===== src/rtl/reset_seq.sv =====
// Reset sequencer: synchronizes request inputs, holds every channel for a quiet period, then
// releases channels one by one. Optional status register enabled by macro RESET_SEQ_STATUS_EN.
module reset_seq #(
    parameter int unsigned NUM_CH      = 4,
    parameter int unsigned SYNC_STAGES = 2,
    parameter int unsigned MIN_PULSE   = 16,
    parameter int unsigned STAGGER     = 4
) (
    input  logic              clk,
    input  logic              reset,
    input  logic [NUM_CH-1:0] req_async,
    input  logic              sw_req,
    output logic [NUM_CH-1:0] rst_out,
`ifdef RESET_SEQ_STATUS_EN
    input  logic              cause_clr,
    output logic [NUM_CH:0]   cause,
`endif
    output logic              busy
);

    typedef enum logic [1:0] {StHold, StRelease, StIdle} state_e;

    localparam logic [7:0] QUIET_LAST = 8'(MIN_PULSE - 1);
    localparam logic [7:0] STAG_LAST  = (STAGGER == 0) ? 8'd0 : 8'(STAGGER - 1);
    localparam logic [3:0] LAST_IDX   = 4'(NUM_CH - 1);
    // With one channel or no stagger, every channel drops on the HOLD exit edge.
    localparam bit         FAST_REL   = (NUM_CH == 1) || (STAGGER == 0);

    if (NUM_CH < 1 || NUM_CH > 8) begin : g_chk_num_ch
        $error("reset_seq: NUM_CH out of range");
    end
    if (SYNC_STAGES < 2 || SYNC_STAGES > 4) begin : g_chk_sync
        $error("reset_seq: SYNC_STAGES out of range");
    end
    if (MIN_PULSE < 1 || MIN_PULSE > 255) begin : g_chk_min_pulse
        $error("reset_seq: MIN_PULSE out of range");
    end
    if (STAGGER > 255) begin : g_chk_stagger
        $error("reset_seq: STAGGER out of range");
    end

    // Request synchronizers; preset to ones so a block reset also looks like a live request.
    logic [NUM_CH-1:0] sync_q [SYNC_STAGES];
    logic [NUM_CH-1:0] req_sync;
    logic              req_act;

    always_ff @(posedge clk) begin
        if (reset) begin
            for (int s = 0; s < SYNC_STAGES; s++) begin
                sync_q[s] <= '1;
            end
        end else begin
            sync_q[0] <= req_async;
            for (int s = 1; s < SYNC_STAGES; s++) begin
                sync_q[s] <= sync_q[s-1];
            end
        end
    end

    assign req_sync = sync_q[SYNC_STAGES-1];
    assign req_act  = (|req_sync) | sw_req;

    state_e            state_q, state_d;
    logic [7:0]        quiet_q, quiet_d;
    logic [7:0]        stag_q, stag_d;
    logic [3:0]        idx_q, idx_d;
    logic [NUM_CH-1:0] rst_q, rst_d;
    logic              busy_q;

    always_comb begin
        state_d = state_q;
        quiet_d = quiet_q;
        stag_d  = stag_q;
        idx_d   = idx_q;
        rst_d   = rst_q;
        unique case (state_q)
            StHold: begin
                rst_d = '1;
                if (req_act) begin
                    quiet_d = '0;
                end else if (quiet_q == QUIET_LAST) begin
                    quiet_d = '0;
                    stag_d  = '0;
                    if (FAST_REL) begin
                        rst_d   = '0;
                        state_d = StIdle;
                    end else begin
                        rst_d[0] = 1'b0;
                        idx_d    = 4'd1;
                        state_d  = StRelease;
                    end
                end else begin
                    quiet_d = quiet_q + 8'd1;
                end
            end
            StRelease: begin
                // A new request beats any release due on this edge.
                if (req_act) begin
                    rst_d   = '1;
                    quiet_d = '0;
                    stag_d  = '0;
                    state_d = StHold;
                end else if (stag_q == STAG_LAST) begin
                    stag_d = '0;
                    for (int i = 0; i < NUM_CH; i++) begin
                        if (idx_q == 4'(i)) begin
                            rst_d[i] = 1'b0;
                        end
                    end
                    if (idx_q == LAST_IDX) begin
                        state_d = StIdle;
                    end else begin
                        idx_d = idx_q + 4'd1;
                    end
                end else begin
                    stag_d = stag_q + 8'd1;
                end
            end
            StIdle: begin
                rst_d = '0;
                if (req_act) begin
                    rst_d   = '1;
                    quiet_d = '0;
                    stag_d  = '0;
                    state_d = StHold;
                end
            end
            default: begin
                rst_d   = '1;
                quiet_d = '0;
                stag_d  = '0;
                state_d = StHold;
            end
        endcase
    end

    always_ff @(posedge clk) begin
        if (reset) begin
            state_q <= StHold;
            quiet_q <= '0;
            stag_q  <= '0;
            idx_q   <= '0;
            rst_q   <= '1;
            busy_q  <= 1'b1;
        end else begin
            state_q <= state_d;
            quiet_q <= quiet_d;
            stag_q  <= stag_d;
            idx_q   <= idx_d;
            rst_q   <= rst_d;
            busy_q  <= |rst_d;
        end
    end

    assign rst_out = rst_q;
    assign busy    = busy_q;

`ifdef RESET_SEQ_STATUS_EN
    // Sticky cause bits; a set on the same edge as a clear survives.
    logic [NUM_CH:0] cause_q, cause_d;

    always_comb begin
        cause_d = cause_clr ? '0 : cause_q;
        cause_d = cause_d | {sw_req, req_sync};
    end

    always_ff @(posedge clk) begin
        if (reset) begin
            cause_q <= '0;
        end else begin
            cause_q <= cause_d;
        end
    end

    assign cause = cause_q;
`endif

endmodule


===== config.mk =====
export PLATFORM = sky130hd
export DESIGN_NAME = reset_seq
export DESIGN_NICKNAME = d
export VERILOG_FILES = /design/src/rtl/reset_seq.sv
export SDC_FILE = /design/constraint.sdc
export NUM_CORES = 1
export LEC_CHECK = 0
export CORE_MARGIN = 5
export CORE_UTILIZATION = 35
export DETAILED_ROUTE_END_ITERATION = 12
export MAX_ROUTING_LAYER = met4
export SYNTH_ARGS = -nofsm -noshare
export SYNTH_HDL_FRONTEND = slang
export SYNTH_SLANG_ARGS = --single-unit

===== constraint.sdc =====
create_clock -name clk -period 3.76 [get_ports clk]
set_input_delay 0.752 -clock clk [delete_from_list [all_inputs] [get_ports clk]]
set_output_delay 0.752 -clock clk [all_outputs]
set_load 0.02 [all_outputs]

# Word-level counts from Yosys, hierarchy flattened
# Memories as Yosys holds them, arrays and structs flattened.
# Index checks and enable logic that the tools add are counted.
# classes
n_addsub	3
n_mul	0
n_div	0
magnitude_cmp	0
n_eq_ne	16
shift	0
mux	37
n_bitwise	3
n_reduce_logical	9
# op_table
cell	n
$mux W8	7
$mux W4	10
$pmux W8 S3	1
$add A8 B1 Y8 const B	2
$pmux W8 S2	1
$mux W2	6
$ne A2 B2 Y1 const B	6
$pmux W4 S3	1
$mux W1	9
$eq A4 B2 Y1 const B	2
$eq A8 B2 Y1 const B	1
$eq A8 B4 Y1 const B	1
$pmux W4 S2	1
$reduce_or A4 Y1	2
$ne A3 B3 Y1 const B	2
$pmux W2 S3	1
$reduce_and A6 Y1	1
$reduce_and A5 Y1	1
$add A4 B1 Y4 const B	1
$eq A4 B1 Y1 const B	1
$logic_not A4 Y1	1
$or A1 B1 Y1	3
$reduce_and A3 Y1	1
$eq A2 B1 Y1 const B	1
other kinds (5)	5
# word_totals
register_bits	27
latchBits	0
ramBits	8
romBits	0
out_inout_bits	5
mem_count	1
# memory_table
name	depth	width	rd	rd_ports_with_merged_regs	wr	line_no	source
sync_q	2	4	2	0	2	43	logic [NUM_CH-1:0] sync_q [SYNC_STAGES];

# Longest topological paths before layout
# depth
word_depth	6
mapped_depth	8

# Worst setup path after synthesis
# OpenSTA, ideal clock, no wires.
# synth_timing
path_type	in2reg
startpoint	input sw_req
endpoint	register busy_q, in the netlist busy
setup_time_ns	0.134
arrival_time_ns	2.178
required_ns	3.626
slack_ns	1.448
cell_stages	5
n_path_buf	0
cell_sequence	nor4_4 nand2_4 a2111oi_0 nor2_1 or4_1
# synth_via
elab_chain_cells	4
word_cells_on_any_way	6
classes_between	4 x mux; 1 x bitwise; 1 x reduce/logical
# synth_lines
element	line_no	source
start: declaration	12	input logic sw_req,
$or A1 B1 Y1 *	61	assign req_act = (|req_sync) | sw_req;
$mux W4, or another cell as far along	121	if (req_act) begin
$pmux W4 S3 *	76	unique case (state_q)
$reduce_or A4 Y1 *	151	busy_q <= |rst_d;
end signal: assignment	151	
end: declaration	68	logic busy_q;
# Every way passes the cells marked *; elsewhere a longest branch is shown, timed or not.
# A chain may end at the register's enable or synchronous reset.

# Worst setup path after layout
# Ends and elaborated chain as after synthesis.

==> results.yml <==
outcome:
  status: "complete, no violations"
die:
  rows: 25
  die_h_um: 80.7
  start_util_pct: 36.5
  chipWidth_um: 80.7
  core_region_area_sq_um: 4790
  fp.dieArea_sq_um: 6510
  io-pin-count: 12
sta:
  finalMaxSlewViolations: 0
  worst_pin_slew_ns: 0.605
  setup_viol: 0
  min_period_ns: 2.70
  skew_ns: 0.00652
  setup_tns_ns: 0
  rsz0062_at_grt: "no"
  period_share_pct: 71.8
  fmax_mhz: 370
  max-slew-margin-rel_pct: 59.2
  finalHoldViolCount: 0
clock_tree:
  clk_transition_reported_paths_ns: 0.08
  postCtsSetupRepairBufs: 0
  clk_latency_ns: 0.29
  cts_root_buffer: "clkbuf_8"
  holdBufCountCts: 0
  numCtsBuffers: 5
  ctsResizeCount: 0
  clockBufferDepth: 2
  cts_tree: "built"
  clock-sinks: 35
  htreeDepth: 2
pwr:
  ir_drop_uv: 180
  seq_power_share_pct: 55.8
  power_density_nw_per_um2: 334
  clockPowerShare_pct: 41.7
  switching_share_pct: 23.3
  power.leakage_uw: 0.000695
  power.net_switching_uw: 157
  p_int_uw: 517
  combPwrFrac_pct: 2.6
synthesis:
  synth_top_area_cell: "dfxtp_1"
  ys_seq_area_share_pct: 40.1
  yosysTopAreaCellShare_pct: 40.1
  syn_inst: 194
  ys_types: 48
  yosysWarningCount: 0
  synth_seq_cells: 35
  synthTopCellsByArea: "dfxtp_1, ha_1, nand3_1"
  avgSynthCellArea_sq_um: 9.01
  syn_nets: 211
  netlist_area_sq_um: 1750
setup_path:
  critPathCapture: "busy"
  start_kind: "input pin"
  crit_fanout: 18
  rr_worst_depth: 6
  r2r_start: "stag_q[0]"
  cp.required_ns: 3.93
  reg2reg_to: "busy"
  path_class: "input pin to flop"
  regToRegSetupSlack_ns: 1.44
  end_kind: "flop"
  critPathLaunch: "sw_req"
  critPathArrivalTime_ns: 2.87
global_route:
  antenna_found_initial: 0
  grt_pass1_wl_um: 6240
  grt_pass1_vias: 1391
  overflow: 0
  grtUsageTotal_pct: 12.5
  grt_max_degree: 22
layout:
  final_area_sq_um: 2020
  seq_area_sq_um: 701
  multi_input_area_sq_um: 987
  antenna_cells: 0
  fill_cells: 485
  layout.nets: 223
  syn_to_final_growth_pct: 15.4
  drive_gt1_share_pct: 14.5
drt:
  dr.pass1.iters: 4
  route.detailed.drc: 0
  initialDrtViolationCount: 122
  wl_per_cell_um: 12.6
  viasPerCell: 5.18
  routed_wl_um: 3460
  dr_total_vias: 1419
  route.antenna.remaining_nets: 0
place:
  place_area_sq_um: 1920
  numPortBuffers: 11
  post-dp-hpwl_um: 2460
  place_congestion: 0.816
worst_hold_path:
  holdCritPathClass: "flop to flop"
job:
  drv_cap: 0
## power by group through the flow
stage                     sequential [uW]  combinational [uW]  clock (uW)
after global placement                384                17.1           0
after CTS                             376                17.4         291
final                                 376                17.2         281
after global routing                  376                18.9         308
after floorplan                       384                8.35           0
after detailed placement              384                17.3           0
## stage by stage
step | utilization, % | cells | setup WS (ns) | power (uW) | hold slack, ns
after floorplan | - | 194 | 1.45 | 393 | 0.389
after global placement | 40.2 | 266 | 0.833 | 401 | 0.394
final | 42.1 | 274 | 1.06 | 674 | 0.413
after CTS | 42.1 | 274 | 1.05 | 684 | 0.413
after global routing | 42.1 | 274 | 0.843 | 703 | 0.436
after detailed placement | 40.2 | 266 | 0.732 | 402 | 0.394
## routing by layer
metal | track usage (%) | up-vias | routed length [um]
li1 | - | 730 | -
met2 | 20.1 | 18 | 1560
met5 | - | - | 0
met4 | 5.24 | 0 | 59
met3 | 3.25 | 7 | 139
met1 | 14.8 | 664 | 1700
## state kept, by name (all words and copies together), names as in the netlist
signal / count
stag_q: 8
rst_out: 4
idx_q: 4
busy: 1
state_q: 2
sync_q: 8
quiet_q: 8
## final cells by class
cell class                 count  share of cell area, %
multi-input combinational    143                   48.9
clock inverter                 3                   1.24
sequential                    35                   34.7
clock buffer                   5                   3.41
inverter                       9                   1.67
timing repair buffer          12                   5.83
tap                           67                   4.16
## cells in the final DEF, fill, tap and decap left out, types with 2 or more instances in the layout
cell type,count
dfxtp_1,35
nand3_1,13
nor2_1,13
a21oi_1,11
clkdlybuf4s50_1,11
ha_1,10
inv_1,9
o21ai_0,9
or2_2,9
nand2_1,6
nor3_1,6
xor2_1,5
clkbuf_8,5
and3_1,4
or4_1,4
or3_1,4
nand4_1,4
and2_1,3
nor4_1,3
o31ai_1,3
a31oi_1,3
nand2b_1,3
o211ai_1,2
a2111oi_0,2
xnor2_1,2
clkinv_4,2
## cells in the mapped netlist, drive strengths merged
library cell,instances
a2111o,1
a2111oi,3
a211oi,1
a21boi,1
a21o,1
a21oi,11
a22oi,1
a311oi,1
a31o,1
a31oi,3
a41oi,1
and2,3
and3,5
clkbuf,7
dfxtp,35
ha,10
inv,9
mux2,1
mux2i,1
nand2,7
nand2b,3
nand3,13
nand4,5
nor2,13
nor2b,1
nor3,7
nor4,4
nor4b,1
o211ai,2
o21a,1
o21ai,10
o31a,1
o31ai,3
or2,9
or2b,1
or3,5
or3b,1
or4,4
xnor2,2
xor2,5
## worst max-delay path, cell delays in order
cell and delay, ns:
clkdlybuf4s50_1 0.44, nor4_4 0.40, nand2_4 0.20, a2111oi_0 0.52, o21ai_1 0.15, or4_1 0.40
## cell families (layout without fill, tap and decap cells)
group | after synthesis | count (layout) | synth area share (%)
AOI/OAI and AO/OA | 42 | 42 | 16.0
xor gates and xnor gates | 7 | 7 | 3.51
adders and majority gates | 10 | 10 | 7.16
buffers and inverters | 16 | 29 | 3.44
DFF | 35 | 35 | 40.1
muxes | 2 | 2 | 1.22
and+or+nand+nor | 82 | 82 | 28.6
## how the worst min path moves through the flow
stage | from | end | slack (ns) | cells past startpoint
after detailed placement | sync_q[0][0] | sync_q[0][4] | 0.39 | 1
after floorplan | sync_q[0][0] | sync_q[0][4] | 0.39 | 1
final | sync_q[0][0] | sync_q[0][4] | 0.41 | 1
after global routing | sync_q[0][2] | sync_q[0][6] | 0.44 | 1
after CTS | sync_q[0][0] | sync_q[0][4] | 0.41 | 1
after global placement | sync_q[0][1] | sync_q[0][5] | 0.39 | 1
Power figures use the tool's default switching activity.
